File: config.mk
export PLATFORM = sky130hd
export DESIGN_NAME = decode_stage
export DESIGN_NICKNAME = d
export VERILOG_FILES = /design/src/rtl/decode_pkg.sv /design/src/rtl/decode_scoreboard.sv /design/src/rtl/decode_stage.sv
export SDC_FILE = /design/constraint.sdc
export NUM_CORES = 1
export LEC_CHECK = 0
export CAP_MARGIN = 10
export CORE_ASPECT_RATIO = 1.1
export CORE_UTILIZATION = 40
export DETAILED_ROUTE_END_ITERATION = 16
export GPL_ROUTABILITY_DRIVEN = 0
export PLACE_DENSITY = 0.75
export SLEW_MARGIN = 30
export SYNTH_ARGS = -nofsm -noshare
export SYNTH_HDL_FRONTEND = slang
export SYNTH_SLANG_ARGS = --single-unit
File: constraint.sdc
create_clock -name i_clk -period 7.4 [get_ports i_clk]
set_input_delay 0.74 -clock i_clk [delete_from_list [all_inputs] [get_ports i_clk]]
set_output_delay 0.74 -clock i_clk [all_outputs]
set_load 0.02 [all_outputs]
File: src/rtl/decode_pkg.sv
// Shared widths, opcode values and field-position helpers for the decode stage.
package decode_pkg;

  localparam int unsigned DEF_IR_W        = 32;
  localparam int unsigned DEF_OPCODE_W    = 8;
  localparam int unsigned DEF_REG_ADDR_W  = 4;
  localparam int unsigned DEF_IMM_W       = 16;
  localparam int unsigned DEF_STALL_CNT_W = 16;

  localparam int unsigned NOP = 0;
  localparam int unsigned LDA = 1;
  localparam int unsigned STA = 2;
  localparam int unsigned ADD = 3;
  localparam int unsigned SUB = 4;
  localparam int unsigned AND = 5;
  localparam int unsigned OR  = 6;

  // Opcode occupies the top OPCODE_W bits of the instruction word.
  function automatic int unsigned opcode_lsb(input int unsigned ir_w,
                                             input int unsigned opcode_w);
    return ir_w - opcode_w;
  endfunction

  // The primary register field sits directly below the opcode.
  function automatic int unsigned rf_lsb(input int unsigned ir_w,
                                         input int unsigned opcode_w,
                                         input int unsigned reg_addr_w);
    return ir_w - opcode_w - reg_addr_w;
  endfunction

endpackage

File: src/rtl/decode_scoreboard.sv
// Busy-register scoreboard: tracks in-flight destinations, answers hazard queries.
module decode_scoreboard
  import decode_pkg::*;
#(
  parameter int unsigned REG_ADDR_W = DEF_REG_ADDR_W
) (
  input  logic                       clk_i,
  input  logic                       rst_i,
  input  logic                       flush_i,
  input  logic                       wb_valid_i,
  input  logic [REG_ADDR_W-1:0]      wb_rd_i,
  input  logic                       set_valid_i,
  input  logic [REG_ADDR_W-1:0]      set_rd_i,
  input  logic [REG_ADDR_W-1:0]      rs1_i,
  input  logic                       rs1_used_i,
  input  logic [REG_ADDR_W-1:0]      rs2_i,
  input  logic                       rs2_used_i,
  input  logic [REG_ADDR_W-1:0]      rd_i,
  input  logic                       rd_used_i,
  output logic                       hazard_o,
  output logic [2**REG_ADDR_W-1:0]   busy_o
);

  localparam int unsigned NUM_REGS = 2**REG_ADDR_W;

  logic [NUM_REGS-1:0] busy_q, busy_d;
  logic [NUM_REGS-1:0] busy_eff, wb_mask, set_mask;

  // Writeback bypass, hazard query and next busy vector (set beats same-cycle clear).
  always_comb begin
    wb_mask  = '0;
    set_mask = '0;
    if (wb_valid_i)  wb_mask[wb_rd_i]   = 1'b1;
    if (set_valid_i) set_mask[set_rd_i] = 1'b1;
    busy_eff = busy_q & ~wb_mask;
    hazard_o = (rs1_used_i && busy_eff[rs1_i]) ||
               (rs2_used_i && busy_eff[rs2_i]) ||
               (rd_used_i  && busy_eff[rd_i]);
    busy_d   = flush_i ? '0 : (busy_eff | set_mask);
  end

  // Busy vector register.
  always_ff @(posedge clk_i) begin
    if (rst_i) busy_q <= '0;
    else       busy_q <= busy_d;
  end

  assign busy_o = busy_q;

endmodule

File: src/rtl/decode_stage.sv
// Registered instruction decode with valid/ready handshake and hazard stalling.
module decode_stage
  import decode_pkg::*;
#(
  parameter int unsigned IR_W        = DEF_IR_W,
  parameter int unsigned OPCODE_W    = DEF_OPCODE_W,
  parameter int unsigned REG_ADDR_W  = DEF_REG_ADDR_W,
  parameter int unsigned IMM_W       = DEF_IMM_W,
  parameter int unsigned STALL_CNT_W = DEF_STALL_CNT_W
) (
  input  logic                      i_clk,
  input  logic                      i_reset,
  input  logic                      i_valid,
  output logic                      o_ready,
  input  logic [IR_W-1:0]           i_ir,
  input  logic                      i_flush,
  input  logic                      i_wb_valid,
  input  logic [REG_ADDR_W-1:0]     i_wb_rd,
  output logic                      o_valid,
  input  logic                      i_ready,
  output logic [OPCODE_W-1:0]       o_opcode,
  output logic [REG_ADDR_W-1:0]     o_rs1,
  output logic [REG_ADDR_W-1:0]     o_rs2,
  output logic [REG_ADDR_W-1:0]     o_rd,
  output logic [IMM_W-1:0]          o_imm,
  output logic                      o_writes_rd,
  output logic                      o_illegal,
  output logic [2**REG_ADDR_W-1:0]  o_busy,
  output logic [STALL_CNT_W-1:0]    o_stall_cycles
);

  localparam int unsigned OPC_LSB = opcode_lsb(IR_W, OPCODE_W);
  localparam int unsigned RF_LSB  = rf_lsb(IR_W, OPCODE_W, REG_ADDR_W);

  typedef struct packed {
    logic [OPCODE_W-1:0]   opcode;
    logic [REG_ADDR_W-1:0] rs1;
    logic [REG_ADDR_W-1:0] rs2;
    logic [REG_ADDR_W-1:0] rd;
    logic [IMM_W-1:0]      imm;
    logic                  writes_rd;
    logic                  illegal;
  } dec_t;

  dec_t                   dec, out_q, out_d;
  logic                   reads_rs1, reads_rs2;
  logic                   valid_q, valid_d;
  logic [STALL_CNT_W-1:0] stall_q, stall_d;
  logic                   sb_hazard, hazard, accept;
  logic [REG_ADDR_W-1:0]  ir_rf;

  // Not every instruction bit feeds a field for every format.
  logic unused_ir;
  assign unused_ir = ^i_ir;

  assign ir_rf = i_ir[RF_LSB +: REG_ADDR_W];

  // Field extraction; fields an opcode does not use stay zero.
  always_comb begin
    dec        = '0;
    reads_rs1  = 1'b0;
    reads_rs2  = 1'b0;
    dec.opcode = i_ir[OPC_LSB +: OPCODE_W];
    case (dec.opcode)
      OPCODE_W'(NOP): ;
      OPCODE_W'(LDA): begin
        dec.rd        = ir_rf;
        dec.imm       = i_ir[IMM_W-1:0];
        dec.writes_rd = 1'b1;
      end
      OPCODE_W'(STA): begin
        dec.rs1   = ir_rf;
        dec.imm   = i_ir[IMM_W-1:0];
        reads_rs1 = 1'b1;
      end
      OPCODE_W'(ADD), OPCODE_W'(SUB), OPCODE_W'(AND), OPCODE_W'(OR): begin
        dec.rd        = ir_rf;
        dec.rs1       = i_ir[2*REG_ADDR_W-1:REG_ADDR_W];
        dec.rs2       = i_ir[REG_ADDR_W-1:0];
        dec.writes_rd = 1'b1;
        reads_rs1     = 1'b1;
        reads_rs2     = 1'b1;
      end
      default: dec.illegal = 1'b1;
    endcase
  end

  decode_scoreboard #(
    .REG_ADDR_W (REG_ADDR_W)
  ) u_scoreboard (
    .clk_i       (i_clk),
    .rst_i       (i_reset),
    .flush_i     (i_flush),
    .wb_valid_i  (i_wb_valid),
    .wb_rd_i     (i_wb_rd),
    .set_valid_i (accept && dec.writes_rd),
    .set_rd_i    (dec.rd),
    .rs1_i       (dec.rs1),
    .rs1_used_i  (reads_rs1),
    .rs2_i       (dec.rs2),
    .rs2_used_i  (reads_rs2),
    .rd_i        (dec.rd),
    .rd_used_i   (dec.writes_rd),
    .hazard_o    (sb_hazard),
    .busy_o      (o_busy)
  );

  assign hazard  = i_valid && sb_hazard;
  assign o_ready = !i_flush && !hazard && (!valid_q || i_ready);
  assign accept  = i_valid && o_ready;

  // Output register next state: flush drops valid, accept loads, drain clears valid only.
  always_comb begin
    valid_d = valid_q;
    out_d   = out_q;
    stall_d = stall_q;
    if (i_flush) begin
      valid_d = 1'b0;
    end else if (accept) begin
      valid_d = 1'b1;
      out_d   = dec;
    end else if (valid_q && i_ready) begin
      valid_d = 1'b0;
    end
    if (hazard && !i_flush && (stall_q != '1)) stall_d = stall_q + 1'b1;
  end

  // Output and counter registers.
  always_ff @(posedge i_clk) begin
    if (i_reset) begin
      valid_q <= 1'b0;
      out_q   <= '0;
      stall_q <= '0;
    end else begin
      valid_q <= valid_d;
      out_q   <= out_d;
      stall_q <= stall_d;
    end
  end

  assign o_valid        = valid_q;
  assign o_opcode       = out_q.opcode;
  assign o_rs1          = out_q.rs1;
  assign o_rs2          = out_q.rs2;
  assign o_rd           = out_q.rd;
  assign o_imm          = out_q.imm;
  assign o_writes_rd    = out_q.writes_rd;
  assign o_illegal      = out_q.illegal;
  assign o_stall_cycles = stall_q;

endmodule

==> impl_metrics.json <==
{
  "drt_pre_antenna_iters": 7,
  "final_max_slew_viol_count": 0,
  "placed_area_mm2": 0.00493,
  "power_frac_seq_pct": 48.0,
  "grt-ovfl-total": 0,
  "irDropWorstVdd_uv": 108,
  "pwr-share-comb_pct": 12.0,
  "cp_data_arrival_time_ns": 4.18,
  "fin_area_mm2": 0.00514,
  "finalCritPeriodShare_pct": 66.4,
  "dp_slack_ns": 2.60,
  "grt_pass1_vias": 3726,
  "die_x_um": 95.0,
  "setup_viol": 0,
  "rsz0062_at_grt": "no",
  "startpoint": "i_ir[26]",
  "path_clk_slew_ns": 0.08,
  "drt_iter0_drc": 395,
  "viasPerCell": 5.96,
  "fin_ws_ns": 2.48,
  "core_area_mm2": 0.00905,
  "synth_cell_type_count": 68,
  "synth_edf_count": 0,
  "chipHeight_um": 104,
  "muxShareOfSynthArea_pct": 3.13,
  "synthFlopType": "dfxtp_1",
  "io_pins": 114,
  "relSlewSlack_pct": 45.9,
  "die_area_mm2": 0.00990,
  "synth-adder-area-share_pct": 0.329,
  "cp-start-kind": "input port",
  "power_uw": 805,
  "r2r-start": "u_scoreboard.busy_o[3]$_SDFF_PP0_",
  "yosys_warnings": 0,
  "dp_hpwl_um": 8080,
  "postSynthNetCount": 519,
  "skew_ns": 0.0157,
  "swShare_pct": 27.7,
  "clock-sinks": 71,
  "insertion_delay_ns": 0.35,
  "rrSetupSlack_ns": 4.26,
  "worstSetupPathType": "in -> out",
  "portBuffers": 109,
  "synth_seq_cells": 71,
  "cts-root-buf": "clkbuf_8",
  "reg2reg_depth": 7,
  "synth_compound_area_share_pct": 27.8,
  "syn_area_mm2": 0.00380,
  "n_antenna_cell": 0,
  "critPathRequiredTime_ns": 6.66,
  "p_clk_share_pct": 40.0,
  "yosys.area_share.simple_pct": 26.1,
  "area_growth_pct": 35.1,
  "ctsResizeCount": 0,
  "synthXorXnorAreaFrac_pct": 0.230,
  "clk_path_buf_depth": 2,
  "status": "finished clean",
  "max_freq_mhz": 203,
  "globalRouteTotalUtil_pct": 23.7,
  "worstSetupEndpoint": "o_ready",
  "hp-class": "reg -> reg",
  "syn_inst": 476,
  "cp_max_fo": 20,
  "finalSetupTns_ns": 0,
  "syn_area_per_cell_um2": 7.99,
  "drc": 0,
  "routed_wl_um": 11300,
  "grt_pass1_wl_um": 18700,
  "p_switching_uw": 223,
  "drive_above_1_share_pct": 9.12,
  "row_count": 36,
  "power.leakage_uw": 0.00175,
  "antenna_found_initial": 0,
  "wl_per_cell_um": 16.5,
  "fin_crit_ns": 4.92,
  "synth-seq-area-share_pct": 37.4,
  "intPower_uw": 582,
  "cts-hold-fix-buffers": 0,
  "cp-end-kind": "output port",
  "grt_max_degree": 45,
  "worstMarginPinSlew_ns": 0.811,
  "vias": 4080,
  "synth_top_family_by_area": "compound AO/OA/AOI/OAI gates",
  "powerDensity_mw_per_mm2": 157,
  "r2r-end": "o_stall_cycles[5]$_SDFFE_PP0P_",
  "cts_setup_buffers": 0,
  "async_flop_share_pct": 0,
  "cts_tree": "done",
  "ant_nets": 0,
  "max_cap_violations": 0,
  "final-hold-violation-count": 0,
  "cts_buffers": 9,
  "nets": 608,
  "initial_core_util_pct": 42.0,
  "htree_levels": 3
}
## worst min path at each step
stage	start	slack, ns	end	cells past startpoint
after global routing	o_writes_rd$_SDFFE_PP0P_	0.48	o_writes_rd$_SDFFE_PP0P_	2
after global placement	o_opcode[3]$_SDFFE_PP0P_	0.44	o_opcode[3]$_SDFFE_PP0P_	2
final	o_rd[1]$_SDFFE_PP0P_	0.46	o_rd[1]$_SDFFE_PP0P_	2
after CTS	o_rs2[1]$_SDFFE_PP0P_	0.46	o_rs2[1]$_SDFFE_PP0P_	2
after detailed placement	o_opcode[3]$_SDFFE_PP0P_	0.45	o_opcode[3]$_SDFFE_PP0P_	2
after floorplan	o_rs2[3]$_SDFFE_PP0P_	0.53	o_rs2[3]$_SDFFE_PP0P_	2
## synthesized netlist by cell type, types with 9 or more instances
library cell / n / area (um^2)
a31o_2: 13 / 114
a21oi_1: 47 / 235
o211ai_1: 10 / 75.1
nand2_1: 62 / 233
dfxtp_1: 71 / 1420
clkbuf_1: 21 / 78.8
and3_1: 15 / 93.8
nor2b_1: 9 / 56.3
inv_1: 10 / 37.5
nor3_1: 10 / 50.1
nand4_1: 9 / 56.3
o21ai_0: 27 / 135
nor2_1: 24 / 90.1
nand3_1: 23 / 115
o22ai_1: 9 / 56.3
## area by class of cell
| cell class | count | area [um^2] |
|---|---|---|
| inverters | 11 | 41.3 |
| fillers | 844 | 3920 |
| multi-input cells | 360 | 2210 |
| well taps | 114 | 143 |
| clock buffers | 9 | 124 |
| repair buffers | 112 | 1110 |
| clock inverters | 7 | 80.1 |
| flip-flops and latches | 71 | 1420 |
## flip-flops by register name, indices dropped and copies added (netlist names), 4 cells and up
name                 flops
o_opcode                 8
o_rs1                    4
o_stall_cycles          16
u_scoreboard.busy_o     16
o_rd                     4
o_imm                   16
o_rs2                    4
## per-layer routing
metal	part of all wire (%)	track usage, %	vias up
li1	-	-	1958
met1	44	32.5	1895
met2	46	35.6	201
met3	7.2	4.46	26
met4	2.6	10.6	0
met5	0	0	-
## through the flow
| stage | cells | hold slack [ns] | utilization [%] |
|---|---|---|---|
| after floorplan | 476 | 0.530 | - |
| after global placement | 668 | 0.442 | 54.3 |
| after detailed placement | 668 | 0.448 | 54.5 |
| after global routing | 684 | 0.475 | 56.7 |
| after CTS | 684 | 0.457 | 56.7 |
| final | 684 | 0.457 | 56.7 |
## cells by family after synthesis
family / count (synthesis)
fa+ha+maj: 1
mux: 9
xor+xnor: 1
simple gates: 193
flops: 71
compound gates: 156
buf+inv: 45
## placed cells by master, fill, tap and decap left out, types with 4 or more instances in the layout
cell type	n
dfxtp_1	71
inv_1	10
nor2b_1	9
o21ai_0	27
a31o_2	13
nand3_1	23
a21o_1	4
a21oi_1	47
nand2_1	62
nor3_1	9
o211ai_1	10
o31ai_1	7
clkbuf_8	9
o32ai_1	4
nand4_1	9
nor4_1	5
or4_1	7
clkdlybuf4s50_1	109
o22ai_1	9
nand3b_1	6
and3_1	15
nor2_1	24
nand2b_1	5
mux2i_1	4
## worst max-delay path, stage by stage
cell	delay [ns]
clkdlybuf4s50_1	0.89
and3b_1	0.33
o2111ai_1	0.41
mux2i_1	0.15
a22oi_1	0.22
a22oi_1	0.11
a21oi_1	0.38
a21oi_1	0.13
nor3_1	0.16
clkdlybuf4s50_1	0.64
## power by group through the flow
stage	clock (uW)	combinational, uW	sequential, uW
2_1_floorplan	0	48.8	399
3_3_place_gp	0	93.0	395
4_1_cts	329	95.3	386
6_report	322	96.7	386
3_5_place_dp	0	94.9	395
5_1_grt	348	105	386
(Power assumes the default switching activity.)
